[src/rtl/bakery_server_if.sv]
`default_nettype none
// ============================================================================
//  Module      : bakery_server_if
//  Description : Client-side bundle of the bakery ticket server.
//                master = client side (drives req/rel)
//                slave  = server side (drives issued/waiting/grant/counters)
//  Ports       : req[NPROC]     client asks for a ticket (level)
//                rel[NPROC]     client leaves the critical section (level)
//                issued[NPROC]  one-cycle pulse, ticket handed to client i
//                waiting[NPROC] client i holds a ticket, not yet granted
//                grant[NPROC]   one-hot or zero, client in critical section
//                serving[TW]    ticket number currently called
//                next_ticket[TW] number the next ticket will carry
//  Revision    : 1.0  initial release
// ============================================================================
interface bakery_server_if #(
    parameter int NPROC = 3,
    parameter int TW    = 2
);
    logic [NPROC-1:0] req;
    logic [NPROC-1:0] rel;
    logic [NPROC-1:0] issued;
    logic [NPROC-1:0] waiting;
    logic [NPROC-1:0] grant;
    logic [TW-1:0]    serving;
    logic [TW-1:0]    next_ticket;

    modport master (
        output req, rel,
        input  issued, waiting, grant, serving, next_ticket
    );

    modport slave (
        input  req, rel,
        output issued, waiting, grant, serving, next_ticket
    );
endinterface
`default_nettype wire

[src/rtl/bakery_server.sv]
`default_nettype none
// ============================================================================
//  Module      : bakery_server
//  Description : Centralized bakery ticket dispenser and "now serving" caller.
//                Issues at most one wrap-around ticket per cycle (lowest idle
//                requester first), calls tickets in order and grants a single
//                client at a time. All outputs come from registers.
//  Ports       : clock   single clock, rising edge
//                rst_n   asynchronous active-low reset
//                bus     bakery_server_if.slave (req/rel in, status out)
//                err     sticky protocol-check flag (only with the macro)
//  Options     : BAKERY_SERVER_CHECK_EN adds the err port and its checkers.
//  Revision    : 1.0  initial release
// ============================================================================
module bakery_server #(
    parameter int NPROC = 3,
    parameter int TW    = 2
) (
    input  wire logic         clock,
    input  wire logic         rst_n,
    bakery_server_if.slave    bus
`ifdef BAKERY_SERVER_CHECK_EN
    ,
    output logic              err
`endif
);

    // Tickets are only unique if every client can hold a distinct value.
    generate
        if (NPROC > (2 ** TW)) begin : g_param_check
            $error("bakery_server: NPROC must not exceed 2**TW");
        end
    endgenerate

    typedef enum logic [1:0] {
        ST_IDLE = 2'd0,
        ST_WAIT = 2'd1,
        ST_CRIT = 2'd2
    } state_t;

    state_t           r_state     [NPROC];
    state_t           w_state_nxt [NPROC];
    logic [TW-1:0]    r_tkt       [NPROC];
    logic [TW-1:0]    w_tkt_nxt   [NPROC];
    logic [TW-1:0]    r_serving;
    logic [TW-1:0]    w_serving_nxt;
    logic [TW-1:0]    r_next_ticket;
    logic [TW-1:0]    w_next_nxt;
    logic [NPROC-1:0] r_issued;
    logic [NPROC-1:0] w_issued_nxt;
    logic [NPROC-1:0] w_waiting;
    logic [NPROC-1:0] w_grant;
    logic             w_any_crit;
    logic             w_issue_done;

    // ---------------------------------------------------------------- state
    always_ff @(posedge clock or negedge rst_n) begin
        if (!rst_n) begin
            for (int i = 0; i < NPROC; i++) begin
                r_state[i] <= ST_IDLE;
                r_tkt[i]   <= '0;
            end
            r_serving     <= '0;
            r_next_ticket <= '0;
            r_issued      <= '0;
        end else begin
            for (int i = 0; i < NPROC; i++) begin
                r_state[i] <= w_state_nxt[i];
                r_tkt[i]   <= w_tkt_nxt[i];
            end
            r_serving     <= w_serving_nxt;
            r_next_ticket <= w_next_nxt;
            r_issued      <= w_issued_nxt;
        end
    end

    // ------------------------------------------------------ next state
    always_comb begin
        w_serving_nxt = r_serving;
        w_next_nxt    = r_next_ticket;
        w_issued_nxt  = '0;
        w_any_crit    = 1'b0;
        w_issue_done  = 1'b0;
        for (int i = 0; i < NPROC; i++) begin
            w_state_nxt[i] = r_state[i];
            w_tkt_nxt[i]   = r_tkt[i];
            if (r_state[i] == ST_CRIT) begin
                w_any_crit = 1'b1;
            end
        end

        for (int i = 0; i < NPROC; i++) begin
            case (r_state[i])
                ST_IDLE: begin
                    // Ascending scan: the first idle requester wins the tie.
                    if (bus.req[i] && !w_issue_done) begin
                        w_issue_done    = 1'b1;
                        w_state_nxt[i]  = ST_WAIT;
                        w_tkt_nxt[i]    = r_next_ticket;
                        w_issued_nxt[i] = 1'b1;
                        w_next_nxt      = r_next_ticket + TW'(1);
                    end
                end
                ST_WAIT: begin
                    // Grant is blocked by any current holder, which yields
                    // the dead cycle after every release.
                    if (!w_any_crit && (r_tkt[i] == r_serving)) begin
                        w_state_nxt[i] = ST_CRIT;
                    end
                end
                ST_CRIT: begin
                    if (bus.rel[i]) begin
                        w_state_nxt[i] = ST_IDLE;
                        w_serving_nxt  = r_serving + TW'(1);
                    end
                end
                default: begin
                    w_state_nxt[i] = ST_IDLE;
                end
            endcase
        end
    end

    // ------------------------------------------------------ outputs
    always_comb begin
        w_waiting = '0;
        w_grant   = '0;
        for (int i = 0; i < NPROC; i++) begin
            w_waiting[i] = (r_state[i] == ST_WAIT);
            w_grant[i]   = (r_state[i] == ST_CRIT);
        end
    end

    assign bus.issued      = r_issued;
    assign bus.waiting     = w_waiting;
    assign bus.grant       = w_grant;
    assign bus.serving     = r_serving;
    assign bus.next_ticket = r_next_ticket;

`ifdef BAKERY_SERVER_CHECK_EN
    // Starvation counts only cycles in which nobody holds the section, so a
    // long critical section does not flag the clients queued behind it.
    localparam int C_LIMIT = NPROC * 8;
    localparam int C_CW    = $clog2(C_LIMIT + 2);
    localparam logic [C_CW-1:0] c_limit = C_CW'(C_LIMIT);
    localparam logic [C_CW-1:0] c_sat   = C_CW'(C_LIMIT + 1);

    logic [C_CW-1:0] r_wait_cnt [NPROC];
    logic            r_err;
    logic            w_err_now;
    int              w_grant_cnt;

    always_comb begin
        w_err_now   = 1'b0;
        w_grant_cnt = 0;
        for (int i = 0; i < NPROC; i++) begin
            if (w_grant[i]) begin
                w_grant_cnt = w_grant_cnt + 1;
            end
            if (r_wait_cnt[i] > c_limit) begin
                w_err_now = 1'b1;
            end
            for (int j = i + 1; j < NPROC; j++) begin
                if ((r_state[i] != ST_IDLE) && (r_state[j] != ST_IDLE) &&
                    (r_tkt[i] == r_tkt[j])) begin
                    w_err_now = 1'b1;
                end
            end
        end
        if (w_grant_cnt > 1) begin
            w_err_now = 1'b1;
        end
    end

    always_ff @(posedge clock or negedge rst_n) begin
        if (!rst_n) begin
            for (int i = 0; i < NPROC; i++) begin
                r_wait_cnt[i] <= '0;
            end
            r_err <= 1'b0;
        end else begin
            for (int i = 0; i < NPROC; i++) begin
                if (r_state[i] != ST_WAIT) begin
                    r_wait_cnt[i] <= '0;
                end else if (!w_any_crit && (r_wait_cnt[i] != c_sat)) begin
                    r_wait_cnt[i] <= r_wait_cnt[i] + C_CW'(1);
                end
            end
            r_err <= r_err | w_err_now;
        end
    end

    assign err = r_err;
`endif

endmodule
`default_nettype wire

[src/flat_wrapper.sv]
// flat-port wrapper written by rule: the top's interface ports become plain ports
module bakery_server_flat 
#(
    parameter int NPROC = 3,
    parameter int TW    = 2
)
  (clock, rst_n, bus_req, bus_rel, bus_issued, bus_waiting, bus_grant, bus_serving, bus_next_ticket);
  bakery_server_if #(.NPROC(NPROC), .TW(TW)) bus_i ();
  input  wire logic clock;
  input  wire logic rst_n;
  input wire logic [$bits(bus_i.req)-1:0] bus_req;
  input wire logic [$bits(bus_i.rel)-1:0] bus_rel;
  output wire logic [$bits(bus_i.issued)-1:0] bus_issued;
  output wire logic [$bits(bus_i.waiting)-1:0] bus_waiting;
  output wire logic [$bits(bus_i.grant)-1:0] bus_grant;
  output wire logic [$bits(bus_i.serving)-1:0] bus_serving;
  output wire logic [$bits(bus_i.next_ticket)-1:0] bus_next_ticket;
  assign bus_i.req = bus_req;
  assign bus_i.rel = bus_rel;
  assign bus_issued = bus_i.issued;
  assign bus_waiting = bus_i.waiting;
  assign bus_grant = bus_i.grant;
  assign bus_serving = bus_i.serving;
  assign bus_next_ticket = bus_i.next_ticket;
  bakery_server #(.NPROC(NPROC), .TW(TW)) u_core (.clock(clock), .rst_n(rst_n), .bus(bus_i));
endmodule
[config.mk]
export PLATFORM = sky130hd
export DESIGN_NAME = bakery_server_flat
export DESIGN_NICKNAME = d
export VERILOG_FILES = /design/src/rtl/bakery_server_if.sv /design/src/rtl/bakery_server.sv /design/src/flat_wrapper.sv
export SDC_FILE = /design/constraint.sdc
export NUM_CORES = 1
export LEC_CHECK = 0
export ABC_AREA = 0
export CAP_MARGIN = 20
export CORE_UTILIZATION = 51
export DETAILED_ROUTE_END_ITERATION = 10
export GPL_ROUTABILITY_DRIVEN = 0
export PLACE_DENSITY = 0.89
export SYNTH_ARGS = -nofsm -noshare
export SYNTH_HDL_FRONTEND = slang
export SYNTH_SLANG_ARGS = --single-unit
[constraint.sdc]
create_clock -name clock -period 2.2 [get_ports clock]
set_input_delay 0.22 -clock clock [delete_from_list [all_inputs] [get_ports clock]]
set_output_delay 0.22 -clock clock [all_outputs]
set_load 0.005 [all_outputs]
[Word level (Yosys, flattened, before mapping)]
Cells that the tools add are included.
Operators by class
  $add $sub $neg: 2
  $mul: 0
  divide/modulo/power cells: 0
  $lt $le $gt $ge: 0
  equal/unequal tests: 18
  shift-type cells: 0
  mux-type cells: 35
  bitwise gates (word level): 0
  reductions and logical operators: 17
Operator list (count)
  2-bit 2-to-1 mux: 21
  2-bit case mux with 3 select lines: 3
  1-bit 2-to-1 mux: 11
  2-bit by 1-bit != test with 1-bit output, second input constant: 5
  3-bit AND reduction: 3
  2-bit != test, second input constant: 4
  2-bit by 1-bit equality test with 1-bit output, second input constant: 3
  2-bit equality test: 3
  2-bit equality test, second input constant: 3
  2-bit zero test: 3
  2-bit AND reduction: 3
  1-bit logical AND: 5
  2-bit by 1-bit adder with 2-bit output, second input constant: 2
  1-bit zero test: 3
Storage, ports and cells
  register bits: 19
  bits in latches: 0
  RAM bits: 0
  memory bits (read-only): 0
  output and inout port bits: 13
  word-level logic and storage cells: 81
  memories: 0

[Logic depth before layout (Yosys ltp)]
  depth in word-level cells: 10
  mapped depth: 5
  depth with buffers taken out: 4

[Least setup slack after synthesis]
Ideal clock, no wire load.
  path kind: reg2reg
  start point: register u_core.r_state[5] (netlist name)
  end point: register u_core.r_tkt[2] (netlist name)
  arrival time: 1290 ps
  data required time: 2075 ps
  path slack: 785 ps
  cell stages (with the launch flop): 5
  buffers on the path: 0
  clock period less this slack: 1415 ps
  cell sequence: dfrtp_1 > or3b_4 > inv_2 > or3_4 > mux2_4
On the way
  word-level cells in the longest chain between the ends: 5
RTL lines
  start, declared: line bakery_server.sv:41  | state_t r_state [NPROC];
  start signal, assigned by index: line bakery_server.sv:68  | r_state[i] <= w_state_nxt[i];
  2-bit zero test
  1-bit 2-to-1 mux
  via u_core.w_issued_nxt[0]: line bakery_server.sv:50  | logic [NPROC-1:0] w_issued_nxt;
  1-bit zero test: line bakery_server.sv:96  | if (bus.req[i] && !w_issue_done) begin
  1-bit logical AND: line bakery_server.sv:96
  2-bit AND reduction (no source line)
  end signal, assigned by index: line bakery_server.sv:69  | r_tkt[i] <= w_tkt_nxt[i];
  end, declared: line bakery_server.sv:43  | logic [TW-1:0] r_tkt [NPROC];
The timed path passes the listed nets, and every way through them passes these cells.
A chain may end at the register's enable or synchronous reset.

[Worst setup path after layout]
  start point: register u_core.r_state[1] (netlist name)
  end point: output bus_grant[2]
On the way
  word-level cells in the longest chain between the ends: 1
RTL lines
  2-bit equality test: line bakery_server.sv:130  | w_grant[i] = (r_state[i] == ST_CRIT);
  end, declared: line flat_wrapper.sv:15  | output wire logic [$bits(bus_i.grant)-1:0] bus_grant;
Every way passes these cells.

==> flow_summary_export.csv <==
group,metric,value,unit
placed_design,dp_cells,114,
synth,ys.flop_type,"dfrtp_1",
die,rows,14,
synth,synth_edf_count,0,
sta,rsz0062_at_grt,"false",
die,die-area,1918,sq um
sta,final_max_slew_viol_count,0,
finish,syn2layout_area_growth,28.09,%
synth,synth_compound_area_share,8.006,%
synth,yosysTopAreaCell,"dfrtp_1",
placed_design,dp_slack,0.3860,ns
placed_design,post-dp-hpwl,1282,um
global_routing,grt_overflow,0,
cts,clock_latency,0.29,ns
cts,cts_tree,"built",
drt,vias,630,
synth,synth_seq_area_share,53.37,%
cts,clock_sinks,19,
finish,regArea,475.5,sq um
worst_setup_path,worstPathArrival,1.60,ns
run_status,violations,"design-rule violations",
worst_setup_path,critPathKind,"reg -> out",
cts,cts_buffer_depth,2,
sta,layout_setup_ws,0.3768,ns
finish,final_nets,111,
global_routing,grt_pass1_vias,632,
worst_setup_path,end_kind,"primary output",
worst_setup_path,path_cells,"nor2b_1 -> clkdlybuf4s50_1",
die,die-height,43.80,um
worst_setup_path,crit_family,"buffers and inverters",
sta,post-route-period-util,82.87,%
global_routing,grt_max_degree,20,
synth,synth_top_family_by_area,"simple AND/OR/NAND/NOR gates",
synth,async_flop_share,100.0,%
finish,drive_gt1_share,13.73,%
drt,postRouteAntennaNets,0,
finish,fin_cells,118,
placed_design,numPortBuffers,20,
finish,final.fill_count,114,
die,num_io_pins,21,
worst_setup_path,path_buf_inv,1,
drt,wl_per_cell,14.99,um
synth,synth_mux_area_share,5.899,%
drt,drt-pass1-iter-count,6,
sta,fin_skew,0.003257,ns
synth,synthAdderAreaFrac,0,%
synth,syn_area_per_cell,11.42,sq um
synth,ys_ff_latch,19,
synth,synth_top_area_share,53.37,%
cts,cts_resized,0,
synth,synth.cell_area,890.9,sq um
cts,path_clk_slew,0.10,ns
die,fp.dieW,43.80,um
run,max_cap_viol_count,0,
cts,cts-htree-levels,1,
worst_setup_path,critPathSlowestCell,"clkdlybuf4s50_1",
global_routing,grt_use_total,22.64,%
hold_path,hold_path.class,"in -> async",
drt,routed_wl,1769,um
worst_setup_path,max_stage_delay,0.56,ns
worst_setup_path,critPathMaxFanout,4,
sta,worst_pin_slew,0.3067,ns
finish,num_antenna_cells,0,
cts,cts-root-buf,"clkbuf_4",
power,irDropWorstVdd,0.0007470,V
power,power.density,1483,nW/um^2
synth,yosysWarnings,0,
drt,vias_per_cell,5.339,
cts,cts_setup_buffers,0,
global_routing,antenna_found_initial,0,
cts,cts_made_buffers,3,
synth,synth_xor_area_share,9.831,%
synth,syn_nets,86,
sta,finalCriticalPeriod,1.823,ns
synth,synthTopCellsByCount,"19 x dfrtp_1, 10 x nand2_1, 8 x xnor2_1",
synth,ys_types,22,
power,fin_total_pwr,1.692,mW
synth,yosys.area_share.simple,19.94,%
worst_setup_path,worstPathRequired,1.98,ns
power,power_leakage,0.5246,nW
drt,drt_iter0_drc,7,
sta,hold_viol,0,
die,initial_core_util,56.51,%
worst_setup_path,start_kind,"flip-flop",
sta,maxSlewHeadroom,79.46,%
finish,multi_input_area,389.1,sq um
drt,drc_errors,2,
global_routing,grt_pass1_wl,2960,um
cts,cts_hold_buf,0,
sta,fmax,548.5,MHz
synth,ys_top_cells_by_area,"dfrtp_1 53%, xnor2_1 7.9%, nand2_1 4.2%",
sta,fin_tns_setup,0,ns
run_status,run_status,"complete, but fails checks",
synth,synth_most_common_cell,"dfrtp_1",
die,placeableCoreArea,1577,sq um
sta,hold_ws,0.2514,ns
sta,setup_violations,0,
synth,synth_cells,78,
-- worst paths after layout --
| check | start | to | slack (ns) | cells past startpoint |
|---|---|---|---|---|
| worst max-delay path | u_core.r_state[1] | bus_grant[2] | 0.38 | 2 |
| worst min-delay path | rst_n | u_core.bus.serving[1] | 0.25 | 2 |
| worst max register to register | u_core.r_state[3] | u_core.r_state[0] | 0.65 | 4 |
| worst min register to register | u_core.r_tkt[4] | u_core.r_tkt[4] | 0.50 | 2 |
| max in group asynchronous | rst_n | u_core.bus.issued[1] | 1.75 | 2 |
| min in group clock | u_core.r_tkt[4] | u_core.r_tkt[4] | 0.50 | 2 |
-- layout make-up --
type | count | share of cell area [%]
Inverter | 6 | 1.974
Timing Repair Buffer | 21 | 18.20
Clock buffer | 4 | 2.303
Sequential cell | 19 | 41.67
Tap cell | 16 | 1.754
Multi-Input combinational cell | 52 | 34.10
-- kinds of logic (layout without fill, tap and decap cells) --
family                 Yosys count  in the layout
AND/OR/NAND/NOR                 28             28
flip-flops                      19             19
AO/OA/AOI/OAI                   10             10
XOR/XNOR                        10             10
buffers and inverters            7             31
multiplexers                     4              4
-- worst reg2reg max path, delay by kind of cell, from the launching register on --
family,cells,cell delay [ns]
flip-flops,1,0.44
AO/OA/AOI/OAI,1,0.12
AND/OR/NAND/NOR,3,0.87
-- state kept, by name (all words and copies together) (netlist names) --
register	cells
u_core.r_state	6
u_core.bus.serving	2
u_core.r_tkt	6
u_core.bus.issued	3
u_core.bus.next_ticket	2
-- stage by stage --
| stage | instance area (sq um) | utilization [%] |
|---|---|---|
| after floorplan | 890.9 | - |
| after global placement | 1115 | 70.71 |
| after detailed placement | 1115 | 70.71 |
| after CTS | 1141 | 72.38 |
| after global routing | 1141 | 72.38 |
| final | 1141 | 72.38 |
-- report_power, final --
part	internal, mW	switching (mW)	leakage, nW	total (mW)
logic	0.491	0.338	0.275	0.830
clock network	0.0706	0.102	0.0150	0.172
registers	0.512	0.178	0.234	0.690
total	1.07	0.618	0.525	1.69
-- cell usage in the layout, fill, tap and decap left out, types with 3 or more instances in the layout --
cell type,n
dfrtp_1,19
xnor2_1,8
inv_1,4
nor2_1,4
nand2_1,10
a22o_1,4
clkdlybuf4s50_1,20
o21ai_1,4
clkbuf_4,3
nor2b_1,5
-- layer usage --
layer / wire length [um] / GRT usage (%) / up-vias
met5: 0 / 0 / -
met1: 768 / 26.30 / 304
met2: 874 / 38.81 / 18
met3: 89 / 5.417 / 5
met4: 37 / 11.25 / 0
li1: - / - / 303
Power figures use the tool's default switching activity.
